**config.mk**
```make
export PLATFORM = sky130hd
export DESIGN_NAME = fetch_decode_buffer
export DESIGN_NICKNAME = d
export VERILOG_FILES = /design/src/rtl/fetch_decode_buffer.sv
export SDC_FILE = /design/constraint.sdc
export NUM_CORES = 1
export LEC_CHECK = 0
export CAP_MARGIN = 20
export CELL_PAD_IN_SITES_DETAIL_PLACEMENT = 0
export CELL_PAD_IN_SITES_GLOBAL_PLACEMENT = 1
export CORE_UTILIZATION = 36
export DETAILED_ROUTE_END_ITERATION = 7
export PLACE_DENSITY_LB_ADDON = 0.2
export SYNTH_ARGS = -nofsm -noshare
export SYNTH_HDL_FRONTEND = slang
export SYNTH_SLANG_ARGS = --single-unit
```
**constraint.sdc**
```tcl
create_clock -name clk -period 5.28 [get_ports clk]
set_input_delay 1.056 -clock clk [delete_from_list [all_inputs] [get_ports clk]]
set_output_delay 1.056 -clock clk [all_outputs]
set_load 0.005 [all_outputs]
```
**src/rtl/fetch_decode_buffer.sv**
```systemverilog
// Two-entry skid FIFO between fetch and decode; the head word is also split
// into MIPS-style fields for decode.
module fetch_decode_buffer #(
  parameter bit ZEXT_LOGIC   = 1'b1,
  parameter bit NOP_ON_EMPTY = 1'b1
) (
  input  logic        clk,
  input  logic        reset,
  input  logic [31:0] Inst,
  input  logic [31:0] PCNext,
  input  logic        InValid,
  output logic        InReady,
  input  logic        OutReady,
  input  logic        Flush,
  output logic        OutValid,
  output logic [31:0] OutInst,
  output logic [31:0] OutPC4,
  output logic [5:0]  Opcode,
  output logic [4:0]  Rs,
  output logic [4:0]  Rt,
  output logic [4:0]  Rd,
  output logic [4:0]  Shamt,
  output logic [5:0]  Funct,
  output logic [31:0] Imm,
  output logic [31:0] JAddr,
  output logic [1:0]  Count
);

  typedef struct packed {
    logic [31:0] inst;
    logic [31:0] pc4;
  } entry_t;

  entry_t     mem [2];
  logic       rptr, wptr;
  logic [1:0] cnt;
  logic       push, pop;
  entry_t     head;
  logic       zext;

  // Handshake readiness depends only on registered occupancy.
  assign InReady  = (cnt != 2'd2);
  assign OutValid = (cnt != 2'd0);
  assign Count    = cnt;
  assign push     = InValid & InReady;
  assign pop      = OutValid & OutReady;

  always_ff @(posedge clk or posedge reset) begin
    if (reset) begin
      cnt    <= 2'd0;
      rptr   <= 1'b0;
      wptr   <= 1'b0;
      mem[0] <= '0;
      mem[1] <= '0;
    end else if (Flush) begin
      cnt  <= 2'd0;
      rptr <= 1'b0;
      wptr <= 1'b0;
    end else begin
      if (push) begin
        mem[wptr] <= '{inst: Inst, pc4: PCNext};
        wptr      <= ~wptr;
      end
      if (pop) rptr <= ~rptr;
      case ({push, pop})
        2'b10:   cnt <= cnt + 2'd1;
        2'b01:   cnt <= cnt - 2'd1;
        default: cnt <= cnt;
      endcase
    end
  end

  // Empty buffer can present an all-zero word (sll $0,$0,0) to decode.
  always_comb begin
    head = mem[rptr];
    if (NOP_ON_EMPTY && cnt == 2'd0) head = '0;
  end

  assign OutInst = head.inst;
  assign OutPC4  = head.pc4;
  assign Opcode  = head.inst[31:26];
  assign Rs      = head.inst[25:21];
  assign Rt      = head.inst[20:16];
  assign Rd      = head.inst[15:11];
  assign Shamt   = head.inst[10:6];
  assign Funct   = head.inst[5:0];

  assign zext  = ZEXT_LOGIC && (Opcode == 6'h0C || Opcode == 6'h0D || Opcode == 6'h0E);
  assign Imm   = zext ? {16'b0, head.inst[15:0]} : {{16{head.inst[15]}}, head.inst[15:0]};
  assign JAddr = {head.pc4[31:28], head.inst[25:0], 2'b00};

endmodule

```
; Yosys cells after proc, flatten, opt, wreduce, memory -nomap -nowiden
; Cells that the tools add are included.
[word_totals]
reg_bits = 132
elab_cells = 48
[classes]
addsub = 2
order_cmp = 3
eq_ne = 6
mux = 14
n_bitwise = 7
reduce_logical = 9
[op_table]
columns = op, n
row1 = 2-to-1 mux 64 bit, 5
row2 = bitwise mux 128 bit, 1
row3 = demux 64 bit (select 1 bit), 1
row4 = 2-to-1 mux 32 bit, 1
row5 = equality test 6 x 4 -> 1 bit (second input constant), 3
row6 = nonzero test 2 bit, 3
row7 = >= comparator 2 bit (second input constant), 2
row8 = 2-to-1 mux 1 bit, 4
row9 = inverter 1 -> 2 bit, 2
row10 = one-hot mux 2 bit (2 select lines), 1
row11 = inverter 1 bit, 3
row12 = nonzero test 3 bit, 1
row13 = adder 2 x 1 -> 2 bit (second input constant), 1
row14 = AND 1 bit, 2
row15 = equality test 2 x 1 -> 1 bit (second input constant), 1
row16 = equality test 2 bit (second input constant), 1
row17 = zero test 2 bit, 1
row18 = logical OR 1 bit, 2
row19 = < comparator 2 x 1 -> 1 bit (second input constant), 1
row20 = 2-to-1 mux 2 bit, 1
row21 = inequality test 2 bit (second input constant), 1
row22 = AND reduction 2 bit, 1
row23 = subtractor 2 x 1 -> 2 bit (second input constant), 1
row24 = logical AND 1 bit, 1

; Depth between registers and ports, before layout
; Gate-level depths: netlist (run 1).
[logic_depth]
ltp_word = 9
depth_mapped = 6

; Least setup slack after synthesis (run 1)
; OpenSTA, ideal clock, no wires.
[synth_path]
path_kind = flip-flop to output port
start = register rptr
end = output Imm[17]
arrival_ns = 1.798
required_ns = 4.224
setup_slack_ns = 2.426
path_stages_with_launch = 7
n_path_buf = 3
cell_sequence = dfrtp_1 clkbuf_1 clkbuf_1 mux2i_1 nor2_1 o31a_1 buf_4
[synth_via]
elab_chain_len = 9
word_cells_on_any_way = 11
[synth_rtl]
columns = element, line
row1 = from (decl), 35  ; logic rptr, wptr;
row2 = from (signal assigned), 64  ; if (pop) rptr <= ~rptr;
row3 = inverter 1 -> 2 bit (not written as such) *, 75  ; head = mem[rptr];
row4 = 2-to-1 mux 64 bit (not written as such) * (3 in series), 75
row5 = 2-to-1 mux 64 bit *, 76  ; if (NOP_ON_EMPTY && cnt == 2'd0) head = '0;
row6 = equality test 6 x 4 -> 1 bit, 88  ; assign zext = ZEXT_LOGIC && (Opcode == 6'h0C || Opcode == 6'h0D || Opcode == 6'h0E);
row7 = logical OR 1 bit (2 in series), 88
row8 = 2-to-1 mux 32 bit *, 89  ; assign Imm = zext ? {16'b0, head.inst[15:0]} : {{16{head.inst[15]}}, head.inst[15:0]};
row9 = to (decl), 24  ; output logic [31:0] Imm,
; Mark *: on every way between the ends. The rest lies on a longest branch, timed or not. The select of a mux whose other input is x is not followed.

; Final worst setup path (run 1)
[layout_path]
start = register rptr
end = output OutInst[5]
[layout_via]
elab_chain_len = 5
[layout_rtl]
columns = element, line
row1 = inverter 1 -> 2 bit (not written as such), 75
row2 = 2-to-1 mux 64 bit (not written as such) (3 in series), 75
row3 = 2-to-1 mux 64 bit, 76
row4 = to (decl), 16  ; output logic [31:0] OutInst,
; Every way passes these cells. The select of a mux whose other input is x is not followed.

==> qor.txt, run 1 <==
Status: completed
GP Congestion: 0.708
Pwr/cell area: 378 mW/mm2
Xor/xnor share of the synthesized area: 0.126%
Yosys cell types: 30
TritonCTS clock tree: done
Via count: 4312
CP Max Fanout: 48
Critical path origin: rptr$_DFFE_PP0P_
P&R area growth vs syn: 35.1%
Post-synthesis simple-gate area fraction: 4.81%
Postcts setup bufs: 0
Avg Cell Area, Syn: 12.8 um2
FF-to-FF path depth: 4
Root buf cell: clkbuf_16
Psw: 0.000888 W
Final hold violations: 0
Synth warn: 0
Cell taking the most area after synthesis: dfrtp_1
Internal power: 0.00266 W
Lkg Pwr: 3.85 nW
Cells after synthesis: 543
Worst r2r src: Count[0]$_DFFE_PP0P_
Fmax: 254 MHz
Initial core utilization: 36.9%
Sequential Power Share: 39.4%
Comb power frac: 26.9%
Arr. time, crit path: 2.88 ns
Synthesized area: 0.00694 mm2
# diodes: 0
Final min period: 3.94 ns
Clk_lat worst skew: 0.41 ns
Die Y-Extent: 141 um
Combinational family with the most area after synthesis: multiplexers
Placed insts: 917
Most frequent cell after synthesis: dfrtp_1
Crit path launch type: register
Crit path capture: OutInst[5]
Routing usage on met3: 5.26%
Adder-cell share of the synthesized area: 0%
Vias in the first global route: 4454
Core area: 0.0188 mm2
I/O pin cnt: 233
Die ar.: 0.0198 mm2
Hold depth: 1
WL final: 15600 um
Largest net degree at the start of global routing: 98
Row count: 50
Hold Buf Count CTS: 0
Die X: 141 um
Buffers on Ports: 230
Least-Margin Pin Slew: 0.998 ns
# Max-Cap Violations: 0
DRC: 0
Nets: 746
Post-synth EDFFs: 0
Ys async rst share: 100%
CTS max path bufs: 2
Post-synthesis mux area share: 33.4%
GRT Overall Usage: 16.1%
CTS clock-pin slew for the worst setup and hold paths: 0.05 ns
Slew Viols, Final: 0
Worst IR Drop VDD: 0.214 mV
Final non-filler cell total: 950
Critical Path RT: 4.22 ns
WS Path Type: register to primary output
Final period util: 74.6%
Sw Share: 25.0%
Final core utilization: 49.8%
Starting DRT DRC Count: 176
Final setup vio count: 0
Share of cells above drive strength 1: 24.6%
Reg-to-reg slack, setup: 3.05 ns
Drt wl/cell: 16.4 um
Antenna violations before repair: 0
Met2 Use GR: 26.7%
Post-DP HPWL: 10200 um
Fillers: 1663
First-pass GRT wire length: 24800 um
Setup TNS Final: 0 ns
Cts repair resizes: 0
Critical Path Sink Type: primary output
Seq/Total Area, Yosys: 47.6%
Seq cells post-synth: 132
Global routing usage on met1: 20.7%
Synth area leaders: dfrtp_1 (48%), mux2_4 (13%), mux2_2 (11%)
Clock Skew: 0.0114 ns
ANT nets after route: 0
Headroom to the max-slew limit: 33.5%
RSZ-0062 raised after global routing: false
Post-synth top area share: 47.6%
Overall Power: 0.00355 W
CTS H-tree lvls: 4
Top FF cell, synth: dfrtp_1
Worst r2r dst: mem[68]$_DFFE_PP0P_
Clock sinks: 132
Synth Area in Compound Gates: 1.08%
Commonest cells in the netlist: dfrtp_1 (132), buf_4 (95), mux2_2 (68)
GRT overflow: 0
Clock power share: 33.7%
Hold crit path type: register to register
Num CTS Buffers: 17
Drt pass-1 iters: 4
Vias per cell: 4.54
Most Used Layer, Global Route: met2
## worst max-delay path, stage by stage (launching register included)
cell and delay (ns):
dfrtp_4 0.65, buf_4 0.77, mux2i_1 0.18, nor2_1 0.25, clkdlybuf4s50_1 0.55
## per-stage QoR
step	instance area, um2	worst slack [ns]	hold slack [ns]
2_1_floorplan	6940	0.698	0.479
3_3_place_gp	8770	1.74	0.488
3_5_place_dp	8770	1.64	0.491
4_1_cts	9360	1.27	0.506
5_1_grt	9380	1.16	0.515
6_report	9380	1.34	0.502
## routing by layer
metal  vias up  share of wire, %
met1      2139                46
met5         -                 0
met4         0              0.37
met2       151                48
met3         4               6.0
li1       2018                 -
## logic make-up (layout without fill, tap and decap cells)
| kind of cell | Yosys count | after routing |
|---|---|---|
| AO/OA/AOI/OAI | 12 | 12 |
| XOR/XNOR | 1 | 1 |
| buffers and inverters | 128 | 274 |
| flip-flops | 132 | 132 |
| multiplexers | 193 | 193 |
| other | 1 | 2 |
| AND/OR/NAND/NOR | 76 | 76 |
## flip-flops by register name, indices dropped and copies added, names as in the netlist
register  flops
wptr          1
rptr          1
mem         128
Count         2
## worst min path at each step
stage	to	startpoint
final	mem[13]$_DFFE_PP0P_	mem[13]$_DFFE_PP0P_
after global routing	mem[24]$_DFFE_PP0P_	mem[24]$_DFFE_PP0P_
after CTS	mem[27]$_DFFE_PP0P_	mem[27]$_DFFE_PP0P_
after detailed placement	mem[73]$_DFFE_PP0P_	mem[73]$_DFFE_PP0P_
after global placement	mem[47]$_DFFE_PP0P_	mem[47]$_DFFE_PP0P_
after floorplan	mem[17]$_DFFE_PP0P_	mem[17]$_DFFE_PP0P_
## power by group through the flow
stage | logic (W) | clock network, W | registers [W]
after floorplan | 0.000655 | 0 | 0.00137
after global placement | 0.000949 | 0 | 0.00140
after detailed placement | 0.000967 | 0 | 0.00141
after CTS | 0.000972 | 0.00123 | 0.00140
after global routing | 0.00104 | 0.00128 | 0.00143
final | 0.000954 | 0.00119 | 0.00140
## layout by cell type (no fill, tap or decap), types with 5 or more instances in the layout
cell type,instances
nor2_1,65
dfrtp_1,131
mux2_2,68
buf_4,5
clkbuf_16,17
mux2_4,60
mux2i_1,65
clkdlybuf4s50_1,230
## layout make-up
cell class	instances	area [um2]	share of cell area (%)
clock buffer	23	468	4.99
clock inverter	9	128	1.36
inverter	5	23.8	0.254
multi-input combinational	284	2750	29.3
sequential	132	3310	35.3
tap	260	325	3.47
timing repair buffer	237	2370	25.3
Power figures use the tool's default switching activity.
==> run 2, diff against run 1 <==
==> constraint.sdc (replaced) <==
create_clock -name clk -period 3.95 [get_ports clk]
set_input_delay 0.79 -clock clk [delete_from_list [all_inputs] [get_ports clk]]
set_output_delay 0.79 -clock clk [all_outputs]
set_load 0.005 [all_outputs]
==> run 2 against run 1 <==
Net effect:
- routed wire length rose by 0.89%
- via count grew 1.7%
- critical endpoint is now Imm[30]
- power increased by 32%
- cell count is 0.42% higher
- highest routed layer unchanged
- non-clock buffer count is 3 higher
- largest cell class unchanged
- cell area hardly changed
- first-iteration DRC count decreased by 50%
==> qor.txt, run 2 (synthesis results as in run 1) <==
Status: completed
Via count: 4386 (+1.7%)
Root buf cell: clkbuf_16
Starting DRT DRC Count: 88 (-50%)
P&R area growth vs syn: 35.2% (about the same)
GRT Overall Usage: 16.6% (+0.47 points)
Hold_ws: 0.503 ns (+0.00126 ns)
Pre-CTS setup slack: 0.885 ns (-0.752 ns)
Drt pass-1 iters: 4 (unchanged)
TritonCTS clock tree: done
First-pass GRT wire length: 25100 um (+1.3%)
Final worst setup slack: 0.511 ns (-0.831 ns)
GP Congestion: 0.706 (-0.27%)
DRC: 0 (unchanged)
# Max-Cap Violations: 0 (unchanged)
Num CTS Buffers: 17 (unchanged)
RSZ-0062 raised after global routing: false
Postcts setup bufs: 0 (unchanged)
Post-DP HPWL: 10600 um (+4.3%)
Fmax: 291 MHz
Final hold violations: 0 (unchanged)
Final core utilization: 49.8% (about the same)
Row count: 50 (unchanged)
WL final: 15700 um (+0.89%)
GRT overflow: 0 (unchanged)
WS Path Type: register to primary output
Final period util: 87.1%
Largest net degree at the start of global routing: 65 (-34%)
Crit path launch type: register
Nets: 749 (+0.40%)
Die X: 141 um (unchanged)
CTS clock-pin slew for the worst setup and hold paths: 0.06 ns (about the same)
Clk_lat worst skew: 0.41 ns (about the same)
Max FFs per register: 128 (unchanged)
Most frequent cells in the layout: clkdlybuf4s50_1 (230), dfrtp_1 (131), mux2_2 (68)
Slew Viols, Final: 0 (unchanged)
Arr. time, crit path: 2.65 ns (-0.23 ns)
Die ar.: 0.0198 mm2 (unchanged)
Buffers on Ports: 230 (unchanged)
Antenna violations before repair: 1 (+1)
Initial core utilization: 36.9% (unchanged)
Clock sinks: 132 (unchanged)
Hold Buf Count CTS: 0 (unchanged)
Vias in the first global route: 4585 (+2.9%)
CTS H-tree lvls: 4 (unchanged)
Core area: 0.0188 mm2 (unchanged)
Reg with most FFs: mem
Headroom to the max-slew limit: 55.4% (+22 points)
Final min period: 3.44 ns
Hold crit path type: register to register
Pwr/cell area: 500 mW/mm2 (+32%)
Setup TNS Final: 0 ns (unchanged)
Most common cell after layout, fill and taps aside: clkdlybuf4s50_1
Die Y-Extent: 141 um (unchanged)
Drt wl/cell: 16.5 um (+0.46%)
Lkg Pwr: 3.84 nW (-0.24%)
Cts repair resizes: 0 (unchanged)
Critical Path RT: 3.16 ns (-1.06 ns)
Placed insts: 921 (+0.44%)
Vias per cell: 4.60 (+1.3%)
ANT nets after route: 0 (unchanged)
Clock Skew: 0.00413 ns (-0.00726 ns)
Share of cells above drive strength 1: 25.0% (+0.33 points)
I/O pin cnt: 233 (unchanged)
Least-Margin Pin Slew: 0.667 ns (-0.331 ns)
Critical Path Sink Type: primary output
CTS max path bufs: 2 (unchanged)
Worst IR Drop VDD: 0.277 mV (+29%)
Final non-filler cell total: 954 (+0.42%)
CP Max Fanout: 20 (-58%)
Final setup vio count: 0 (unchanged)
[run 2: cell types whose count changed in the layout (fill, tap and decap cells not counted)]
cell / delta
buf_4: +3
clkinvlp_4: +3
buf_12: +1
buf_8: -1
bufinv_16: -1
clkinv_4: -1
diode_2: +1
inv_6: -1
[run 2: worst paths after layout]
check | start | end | slack (ns) | depth (start not counted)
setup / recovery | Count[1]$_DFFE_PP0P_ | Imm[30] | 0.51 | 5
hold / removal | mem[2]$_DFFE_PP0P_ | mem[2]$_DFFE_PP0P_ | 0.50 | 1
setup reg to reg | Count[0]$_DFFE_PP0P_ | mem[55]$_DFFE_PP0P_ | 1.85 | 5
hold reg to reg | mem[2]$_DFFE_PP0P_ | mem[2]$_DFFE_PP0P_ | 0.50 | 1
max in group asynchronous | reset | mem[75]$_DFFE_PP0P_ | 2.30 | 3
min in group asynchronous | reset | mem[7]$_DFFE_PP0P_ | 0.81 | 2
[run 2: per-stage QoR]
step	instance area [um2]	total power, W
6_report	9380	0.00469
5_1_grt	9380	0.00495
4_1_cts	9380	0.00476
3_5_place_dp	8810	0.00318
3_3_place_gp	8810	0.00315
2_1_floorplan	6950	0.00270
[run 2: per-layer routing]
metal | wire [um] | global-route usage, % | share of wire [%] | vias up
met4 | 128 | 4.63 | 0.81 | 0
met2 | 7650 | 27.7 | 49 | 145
met5 | 0 | 0 | 0 | -
met1 | 6840 | 20.1 | 44 | 2201
met3 | 1100 | 6.11 | 7.0 | 11
li1 | - | - | - | 2029
[run 2: critical path, cell delays in order (launching register included)]
cell and delay, ns:
dfrtp_1 0.47, nor2_4 0.44, inv_1 0.12, o211ai_1 0.12, o31a_1 0.47, clkdlybuf4s50_1 0.60
[run 2: area by class of cell]
| class | instances | area (um2) |
|---|---|---|
| fillers | 1667 | 9450 |
| flip-flops and latches | 132 | 3310 |
| multi-input cells | 284 | 2750 |
| repair buffers | 240 | 2400 |
| clock buffers | 23 | 468 |
| well taps | 260 | 325 |
| clock inverters | 9 | 104 |
| inverters | 5 | 22.5 |
| diodes | 1 | 2.50 |
[run 2: power by group]
part	leakage (nW)	switching, W	internal [W]
combinational	1.99	0.000430	0.000845
clock	0.277	0.000582	0.000959
sequential	1.58	0.000189	0.00169
total	3.84	0.00120	0.00349
==> run 3, diff against run 2 <==
--- a/config.mk
+++ b/config.mk
@@ -10,6 +10,7 @@
 export CELL_PAD_IN_SITES_GLOBAL_PLACEMENT = 1
 export CORE_UTILIZATION = 36
 export DETAILED_ROUTE_END_ITERATION = 7
+export GPL_TIMING_DRIVEN = 0
 export PLACE_DENSITY_LB_ADDON = 0.2
 export SYNTH_ARGS = -nofsm -noshare
 export SYNTH_HDL_FRONTEND = slang
==> run 3 against run 2 <==
Net effect:
- combinational power grew 15%
- cell area up 9.6%
- count of clock-buffer cells in the layout down 2
- non-clock buffer count up 116
- first-iteration DRC count increased by 17%
- power grew 7.3%
- cell count is 12% higher
- clock skew grew 0.0035 ns
- routed wire length increased by 3.4%
- critical path depth increased by 1
- setup slack lost 0.30 ns
- critical endpoint is now Imm[27]
- largest cell class unchanged
==> qor.txt, run 3 (synthesis results as in run 1) <==
Clk_lat worst skew: 0.41 ns (about the same)
WL final: 16300 um (+3.4%)
Reg-to-reg slack, setup: 1.78 ns (-0.07 ns)
Buffers on Ports: 230 (unchanged)
Share of cells above drive strength 1: 35.0% (+10 points)
Drt pass-1 iters: 4 (unchanged)
FF-to-FF path depth: 4 (-1)
Cts repair resizes: 2 (+2)
Sw Share: 24.6% (-1.0 points)
Clock Skew: 0.00760 ns (+0.00347 ns)
Hold Buf Count CTS: 0 (unchanged)
CTS clock-pin slew for the worst setup and hold paths: 0.06 ns (about the same)
Fmax: 268 MHz (-7.9%)
Largest net degree at the start of global routing: 43 (-34%)
Root buf cell: clkbuf_16
First-pass GRT wire length: 26600 um (+6.0%)
I/O pin cnt: 233 (unchanged)
CTS H-tree lvls: 4 (unchanged)
ANT nets after route: 0 (unchanged)
Internal power: 0.00379 W (+8.7%)
Critical Path RT: 3.16 ns (about the same)
Final setup vio count: 0 (unchanged)
Nets: 865 (+15%)
Setup TNS Final: 0 ns (unchanged)
WS Path Type: register to primary output
GP Congestion: 0.721 (+2.1%)
Die ar.: 0.0198 mm2 (unchanged)
Sequential Power Share: 37.1% (-2.8 points)
Critical Path Sink Type: primary output
GRT Overall Usage: 17.3% (+0.70 points)
Worst r2r dst: mem[111]$_DFFE_PP0P_
Slew Viols, Final: 0 (unchanged)
Crit path capture: Imm[27]
DRC: 0 (unchanged)
Worst IR Drop VDD: 0.279 mV (+0.75%)
Post-DP HPWL: 12000 um (+13%)
Postcts setup bufs: 0 (unchanged)
Critical path origin: Count[1]$_DFFE_PP0P_
RSZ-0062 raised after global routing: false
Clock power share: 33.6% (+0.7 points)
Drt wl/cell: 15.2 um (-7.8%)
Final min period: 3.74 ns (+0.297 ns)
Final hold violations: 0 (unchanged)
Overall Power: 0.00503 W (+7.3%)
CP Max Fanout: 16 (-20%)
Placed insts: 1037 (+13%)
Comb power frac: 29.3% (+2.1 points)
Design Area, Final: 0.0103 mm2 (+9.6%)
Most frequent cells in the layout: clkdlybuf4s50_1 (230), dfrtp_1 (132), buf_4 (95)
Hold crit path type: register to register
Core area: 0.0188 mm2 (unchanged)
Initial core utilization: 36.9% (unchanged)
Final non-filler cell total: 1070 (+12%)
Die X: 141 um (unchanged)
Max FFs per register: 128 (unchanged)
GRT overflow: 0 (unchanged)
Num CTS Buffers: 17 (unchanged)
Vias per cell: 4.44 (-3.4%)
Reg with most FFs: mem
Vias in the first global route: 5047 (+10%)
Final worst setup slack: 0.214 ns (-0.297 ns)
Starting DRT DRC Count: 103 (+17%)
Row count: 50 (unchanged)
Lkg Pwr: 4.45 nW (+16%)
Via count: 4751 (+8.3%)
Antenna violations before repair: 1 (unchanged)
Psw: 0.00124 W (+2.9%)
Most common cell after layout, fill and taps aside: clkdlybuf4s50_1
TritonCTS clock tree: done
Pre-CTS setup slack: 0.128 ns (-0.757 ns)
Pwr/cell area: 489 mW/mm2 (-2.2%)
Arr. time, crit path: 2.95 ns (+0.30 ns)
P&R area growth vs syn: 48.2%
Least-Margin Pin Slew: 0.945 ns (+0.278 ns)
Die Y-Extent: 141 um (unchanged)
CTS max path bufs: 2 (unchanged)
Headroom to the max-slew limit: 36.5% (-19 points)
Final period util: 94.6% (+7.5 points)
Clock sinks: 132 (unchanged)
Area after DPL: 0.00964 mm2 (+9.4%)
# Max-Cap Violations: 0 (unchanged)
Crit path launch type: register
Status: completed
Worst r2r src: Count[0]$_DFFE_PP0P_
## run 3: metal layers
metal	routed length (um)	part of all wire (%)	global-route usage (%)
met1	6980	43	20.8
met2	8300	51	30.4
met3	764	4.7	4.31
met4	215	1.3	5.43
met5	0	0	0
## run 3: stage by stage
| step | utilization [%] | hold slack [ns] |
|---|---|---|
| floorplan | - | 0.479 |
| global placement | 50.9 | 0.487 |
| detailed placement | 51.2 | 0.491 |
| CTS | 54.6 | 0.506 |
| global route | 54.6 | 0.516 |
| finish | 54.6 | 0.502 |
## run 3: cell type report
cell class	count	area, um2
well taps	260	325
diodes	1	2.50
plain buffers	123	881
clock buffers	21	470
fillers	1590	8550
inverters	5	22.5
repair buffers	233	2360
clock inverters	11	173
multi-input cells	284	2740
flip-flops and latches	132	3300
## run 3: critical path, stage by stage, from the launching register on
cell	delay, ns
dfrtp_1	0.46
nor2_1	0.17
clkbuf_1	0.52
nor2_1	0.23
o31a_2	0.53
buf_4	0.18
clkdlybuf4s50_1	0.44
## run 3: worst min-delay path by stage
stage | from | endpoint | slack [ns] | cells after the start
final | mem[57]$_DFFE_PP0P_ | mem[57]$_DFFE_PP0P_ | 0.50 | 1
after global routing | mem[71]$_DFFE_PP0P_ | mem[71]$_DFFE_PP0P_ | 0.52 | 1
after floorplan | mem[17]$_DFFE_PP0P_ | mem[17]$_DFFE_PP0P_ | 0.48 | 1
after CTS | mem[57]$_DFFE_PP0P_ | mem[57]$_DFFE_PP0P_ | 0.51 | 1
after global placement | mem[12]$_DFFE_PP0P_ | mem[12]$_DFFE_PP0P_ | 0.49 | 1
after detailed placement | mem[71]$_DFFE_PP0P_ | mem[71]$_DFFE_PP0P_ | 0.49 | 1
## run 3: power by group through the flow
| stage | combinational, W | sequential, W | clock (W) |
|---|---|---|---|
| 6_report | 0.00147 | 0.00187 | 0.00169 |
| 5_1_grt | 0.00160 | 0.00191 | 0.00181 |
| 4_1_cts | 0.00150 | 0.00187 | 0.00174 |
| 3_5_place_dp | 0.00150 | 0.00189 | 0 |
| 3_3_place_gp | 0.00145 | 0.00186 | 0 |
| 2_1_floorplan | 0.000876 | 0.00183 | 0 |
==> RTL edit 1 (config.mk and constraints of run 3) <==
Register the output `Count` once more, cleared by the reset; this adds one clock of latency there. The other outputs are not delayed to match.
--- a/src/rtl/fetch_decode_buffer.sv
+++ b/src/rtl/fetch_decode_buffer.sv
@@ -41,7 +41,13 @@
   // Handshake readiness depends only on registered occupancy.
   assign InReady  = (cnt != 2'd2);
   assign OutValid = (cnt != 2'd0);
-  assign Count    = cnt;
+  always_ff @(posedge clk or posedge reset) begin
+    if (reset) begin
+      Count <= '0;
+    end else begin
+      Count <= cnt;
+    end
+  end
   assign push     = InValid & InReady;
   assign pop      = OutValid & OutReady;
 
Check against the original RTL: not equivalent (a bounded check fails within 4 cycles, from zero or initial values and one cycle with reset high).
==> RTL edit 1 against run 3 <==
Via count decreased by 1.8%. Hold slack got worse by 16 ps. Total power increased by 1.2%. Wire length shrank 3.8%. Synthesized area fell by 2.8%. Core utilization up 0.73 points. Clock power down 2%. Cell area shrank 2.3%. Largest power group unchanged. Sequential share of layout area rose by 1.3 points. Count of clock-buffer cells in the layout down 1. Setup slack improved by 33 ps. Die area shrank 2.8%. The flow now finishes with violations (design-rule violations). Sequential cell count is 2 higher.
==> RTL edit 1: results (changes against run 3) <==
Power
  – Maximum vdd drop: 276 µV (-0.81%)
  – P_leak: 4.25 nW (-4.5%)
  – Pwr dens: 507 nW/µm² (+3.7%)

Worst setup path
  – Worst-path fanout max: 16 (unchanged)
  – FF-to-FF setup slack: 1910 ps (+130 ps)
  – Largest stage delay, worst path: 710 ps (+180 ps)
  – Slowest CP cell: a311oi_4
  – Critical Path AT: 2910 ps (-40 ps)

STA
  – Worst Skew: 6.60 ps (-0.998 ps)
  – Rel. slew slack: 0.484 (+0.119)
  – Final Hold Viols: 0 (unchanged)
  – Achievable frequency: 0.270 GHz (+0.88%)

Clock network
  – Hold Buf Count CTS: 0 (unchanged)
  – Clk buf depth: 2 (unchanged)
  – Clock transition at path regs: 60 ps (about the same)
  – Htree depth: 4 (unchanged)
  – Worst skew pair latency: 410 ps (about the same)
  – Total CTS buffers: 17 (unchanged)

Yosys
  – Cell variety after synth: 26 (-13%)
  – Adder-cell share of the synthesized area: 0 (unchanged)
  – Register area share after synthesis: 0.497 (+0.0214)
  – Post-synth EDFFs: 0 (unchanged)
  – Synth cell count leaders: dfrtp_1 (134), mux2_2 (124), buf_4 (95), nor2_1 (70), mux2i_1 (65)
  – Synth Warn #: 0 (unchanged)
  – Compound-gate portion of the synthesized area: 0.00482 (-0.00599)
  – Asr flop ratio synth: 1.00 (unchanged)
  – Mux share of post-synthesis cell area: 0.310 (-0.0236)
  – Xor/xnor share of the synthesized area: 0.00260 (+0.00134)
  – Largest cells by area after synthesis: dfrtp_1 (50%), mux2_2 (21%), buf_4 (11%), mux2i_1 (9.6%), nor2_1 (3.9%)

Hold path
  – Worst Hold Class: flip-flop to flip-flop

Place
  – Post-Place Worst Slack: 424 ps (+296 ps)
  – Post-DP Area: 9410 µm² (-2.4%)
  – Detail Placement HPWL: 11.6 mm (-3.3%)
  – Routability cong.: 0.724 (+0.44%)

Global route
  – Antenna violations before repair: 0 (-1)
  – Number of global-route vias before repair: 4,918 (-2.6%)
  – First-pass GRT wire length: 25.6 mm (-3.7%)
  – Total GRT Usage: 0.170 (-0.00309)
  – Largest net degree at the start of global routing: 45 (+4.7%)

Layout
  – Net count, final: 864 (-0.12%)
  – ANT cells: 0 (-1)
  – Layout cell share with drive strength beyond 1: 0.343 (-0.00699)
  – Fillers: 1,518 (-4.5%)
  – Top flop regs: mem x128, Count x2, cnt x2

Run status
  – Failing checks: design-rule violations
  – Status: finished with violations

Drt
  – Iter 0 DRT Violations: 108 (+4.9%)
  – Routed WL: 15.6 mm (-3.8%)
  – DRC: 15 (+15)
  – Drt first pass iters: 8 (+4)
  – Via count: 4,667 (-1.8%)
## RTL edit 1: cell count changes after synthesis, sizes merged, moves of 2 or more
cell and delta:
a21oi -3, buf +3, clkbuf -3, dfrtp +2, inv -3, nand2 +4, nand2b +2, nor2 +4
o211ai -2, xor2 +2
## RTL edit 1: stage by stage
step | instances | power (mW) | hold WS [ps]
6_report | 1037 | 5.09 | 486
2_1_floorplan | 543 | 2.78 | 446
3_3_place_gp | 1002 | 3.41 | 467
3_5_place_dp | 1005 | 3.49 | 479
4_1_cts | 1037 | 5.16 | 492
5_1_grt | 1037 | 5.39 | 514
## RTL edit 1: critical path, delay by kind of cell, from the launching register on
family	cells	cell delay, ps
AOI/OAI and AO/OA	2	930
buffers and inverters	4	1250
DFF	1	320
## RTL edit 1: report_power, final
part	total [mW]	internal [mW]	switching, mW
registers	1.94	1.75	0.188
clock network	1.65	1.07	0.575
logic	1.50	1.00	0.505
## RTL edit 1: cells by family (layout without fill, tap and decap cells)
kind of cell / after synthesis / after routing
muxes: 193 / 193
DFF: 134 / 134
buffers and inverters: 125 / 390
and+or+nand+nor: 82 / 82
AOI/OAI and AO/OA: 5 / 5
xor gates and xnor gates: 2 / 2
other: 1 / 2
## RTL edit 1: metal layers
| metal | GRT usage | wire length, µm | vias to the layer above | share of wire |
|---|---|---|---|---|
| li1 | - | - | 2250 | - |
| met1 | 0.200 | 6560 | 2278 | 0.42 |
| met2 | 0.305 | 8080 | 123 | 0.52 |
| met3 | 0.0414 | 791 | 16 | 0.051 |
| met4 | 0.0520 | 202 | 0 | 0.013 |
| met5 | 0 | 0 | - | 0 |
## RTL edit 1: worst paths after layout
kind	start	to	cells after the start
max	rptr	Imm[25]	6
min	mem[113]	mem[113]	1
max reg2reg	cnt[0]	mem[119]	5
min reg2reg	mem[113]	mem[113]	1
max in group asynchronous	reset	mem[102]	4
min in group asynchronous	reset	mem[64]	2
## RTL edit 1: repair_timing
action | in CTS | in global routing
setup endpoints to repair | 15 | 34
gates resized for setup | 1 | 2
hold endpoints to repair | 0 | 0
pin swaps | 0 | 0
## RTL edit 1: final cells by class
cell class                      instances  area share
Tap cell                              229      0.0285
Clock inverter                         12      0.0177
Clock buffer                           20      0.0445
Sequential cell                       134       0.334
Inverter                                2     0.00112
Buffer                                123      0.0877
Multi-Input combinational cell        284       0.251
Timing Repair Buffer                  233       0.235
==> RTL edit 2 (config.mk and constraints of run 3) <==
Without the edit above. Change the parameter `NOP_ON_EMPTY` from 1'b1 to 1'b0.
--- a/src/rtl/fetch_decode_buffer.sv
+++ b/src/rtl/fetch_decode_buffer.sv
@@ -2,7 +2,7 @@
 // into MIPS-style fields for decode.
 module fetch_decode_buffer #(
   parameter bit ZEXT_LOGIC   = 1'b1,
-  parameter bit NOP_ON_EMPTY = 1'b1
+  parameter bit NOP_ON_EMPTY = 1'b0
 ) (
   input  logic        clk,
   input  logic        reset,
Function: changed (Yosys sat finds a counterexample within 4 cycles, from zero or initial values and one cycle with reset high).
==> RTL edit 2 against run 3 <==
The flow now finishes with violations (design-rule violations). Setup slack gained 110 ps. Sequential share of layout area grew 0.71 points. Sequential cell count is the same. Wire length shrank 5.1%. Total power grew 13%. Cell area shrank 2.2%. Clock power grew 9%. Sequential power shrank 2%. Synthesized area shrank 3.3%. Critical path type unchanged. Critical endpoint is now Imm[28]. Largest cell class unchanged.
==> RTL edit 2: results (changes against run 3) <==
Layout
  – Net count, final: 790 (-8.7%)
  – Fillers: 1,517 (-4.6%)
  – Layout cell share with drive strength beyond 1: 0.460 (+0.110)
  – ANT cells: 0 (-1)

STA
  – Rel. slew slack: 0.379 (+0.0137)
  – Worst Skew: 6.36 ps (-1.24 ps)

Drt
  – DRC: 37 (+37)
  – Drt first pass iters: 6 (+2)
  – DR WL/cell: 16.0 µm (+5.5%)
  – Iter 0 DRT Violations: 186 (+81%)
  – Via count: 4,358 (-8.3%)

Place
  – Post-Place Worst Slack: 488 ps (+360 ps)
  – Port bufs: 230 (unchanged)
  – Routability cong.: 0.737 (+2.2%)
  – Detail Placement HPWL: 11.1 mm (-7.8%)

Hold path
  – Worst Hold Class: flip-flop to flip-flop

Worst setup path
  – Slowest CP cell: dfrtp_1
  – Largest stage delay, worst path: 690 ps (+160 ps)
  – Critical Path AT: 2840 ps (-110 ps)
  – Cell family with most CP delay: flip-flops

Run status
  – Status: finished with violations
  – Failing checks: design-rule violations

Power
  – Sw Ratio: 0.231 (-0.0146)
  – Power Combinational: 2.01 mW (+37%)
  – P_leak: 4.40 nW (-1.3%)
  – Sequential power share: 0.322 (-0.049)
  – Maximum vdd drop: 298 µV (+6.9%)

Global route
  – Antenna violations before repair: 0 (-1)
  – Total GRT Usage: 0.168 (-0.00491)
  – Number of global-route vias before repair: 4,684 (-7.2%)
  – First-pass GRT wire length: 25.2 mm (-5.1%)

Yosys
  – Largest cells by area after synthesis: dfrtp_1 (49%), mux2_2 (22%), mux2_4 (13%), buf_4 (11%), buf_6 (1.0%)
  – Synth Warn #: 0 (unchanged)
  – Asr flop ratio synth: 1.00 (unchanged)
  – Cell variety after synth: 24 (-20%)
  – Synth cell count leaders: dfrtp_1 (132), mux2_2 (132), buf_4 (95), mux2_4 (60)
  – Register area share after synthesis: 0.492 (+0.0161)

Clock network
  – Post-CTS Resized: 0 (-2)
  – Worst skew pair latency: 410 ps (about the same)
  – Clock root buffer: clkbuf_16
==> RTL edit 2: cell types whose count changed after synthesis, sizes merged, moves of 2 or more <==
cell / change
mux2: +64
o211ai: -2
nand2: +3
o21ai: +3
nor2: -63
mux2i: -65
buf: -7
==> RTL edit 2: worst paths after layout <==
check	start	endpoint	slack, ps	cells past startpoint
min in group asynchronous	reset	mem[84]	780	2
worst min-delay path	mem[1]	mem[1]	500	1
worst max register to register	Count[0]	mem[121]	1750	4
worst min register to register	mem[1]	mem[1]	500	1
worst max-delay path	rptr	Imm[28]	320	4
max in group asynchronous	reset	mem[108]	2350	4
==> RTL edit 2: metal layers <==
layer  up-vias  share of wire  GRT usage
li1       2032              -          -
met1      2165           0.43      0.213
met2       149           0.48      0.275
met3        12          0.077     0.0577
met4         0         0.0093     0.0432
met5         -              0          0
==> RTL edit 2: kinds of logic after synthesis <==
kind of cell,count (synthesis),share of synthesized area
mux,192,0.356
flops,132,0.492
buf+inv,119,0.128
simple gates,14,0.0142
compound gates,10,0.00876
xor+xnor,1,0.00130
other cells,1,0.000559
==> RTL edit 2: per-stage QoR <==
stage          instances  power [mW]  cell area [µm²]
2_1_floorplan        470        2.86             6720
3_3_place_gp         929        3.83             9310
3_5_place_dp         932        3.89             9370
4_1_cts              963        5.78            10100
5_1_grt              962        6.00            10100
6_report             962        5.70            10100
==> RTL edit 2: layout make-up <==
class,instances,area share
clock inverters,12,0.0251
repair buffers,233,0.235
multi-input cells,219,0.254
inverters,4,0.00187
well taps,229,0.0285
flip-flops and latches,132,0.328
plain buffers,114,0.0833
clock buffers,19,0.0440
==> RTL edit 2: worst reg2reg max path: cells and delay by family (launching register included) <==
family	cells	cell delay, ps
AND/OR/NAND/NOR	2	990
buffers and inverters	1	310
multiplexers	1	320
flip-flops	1	440
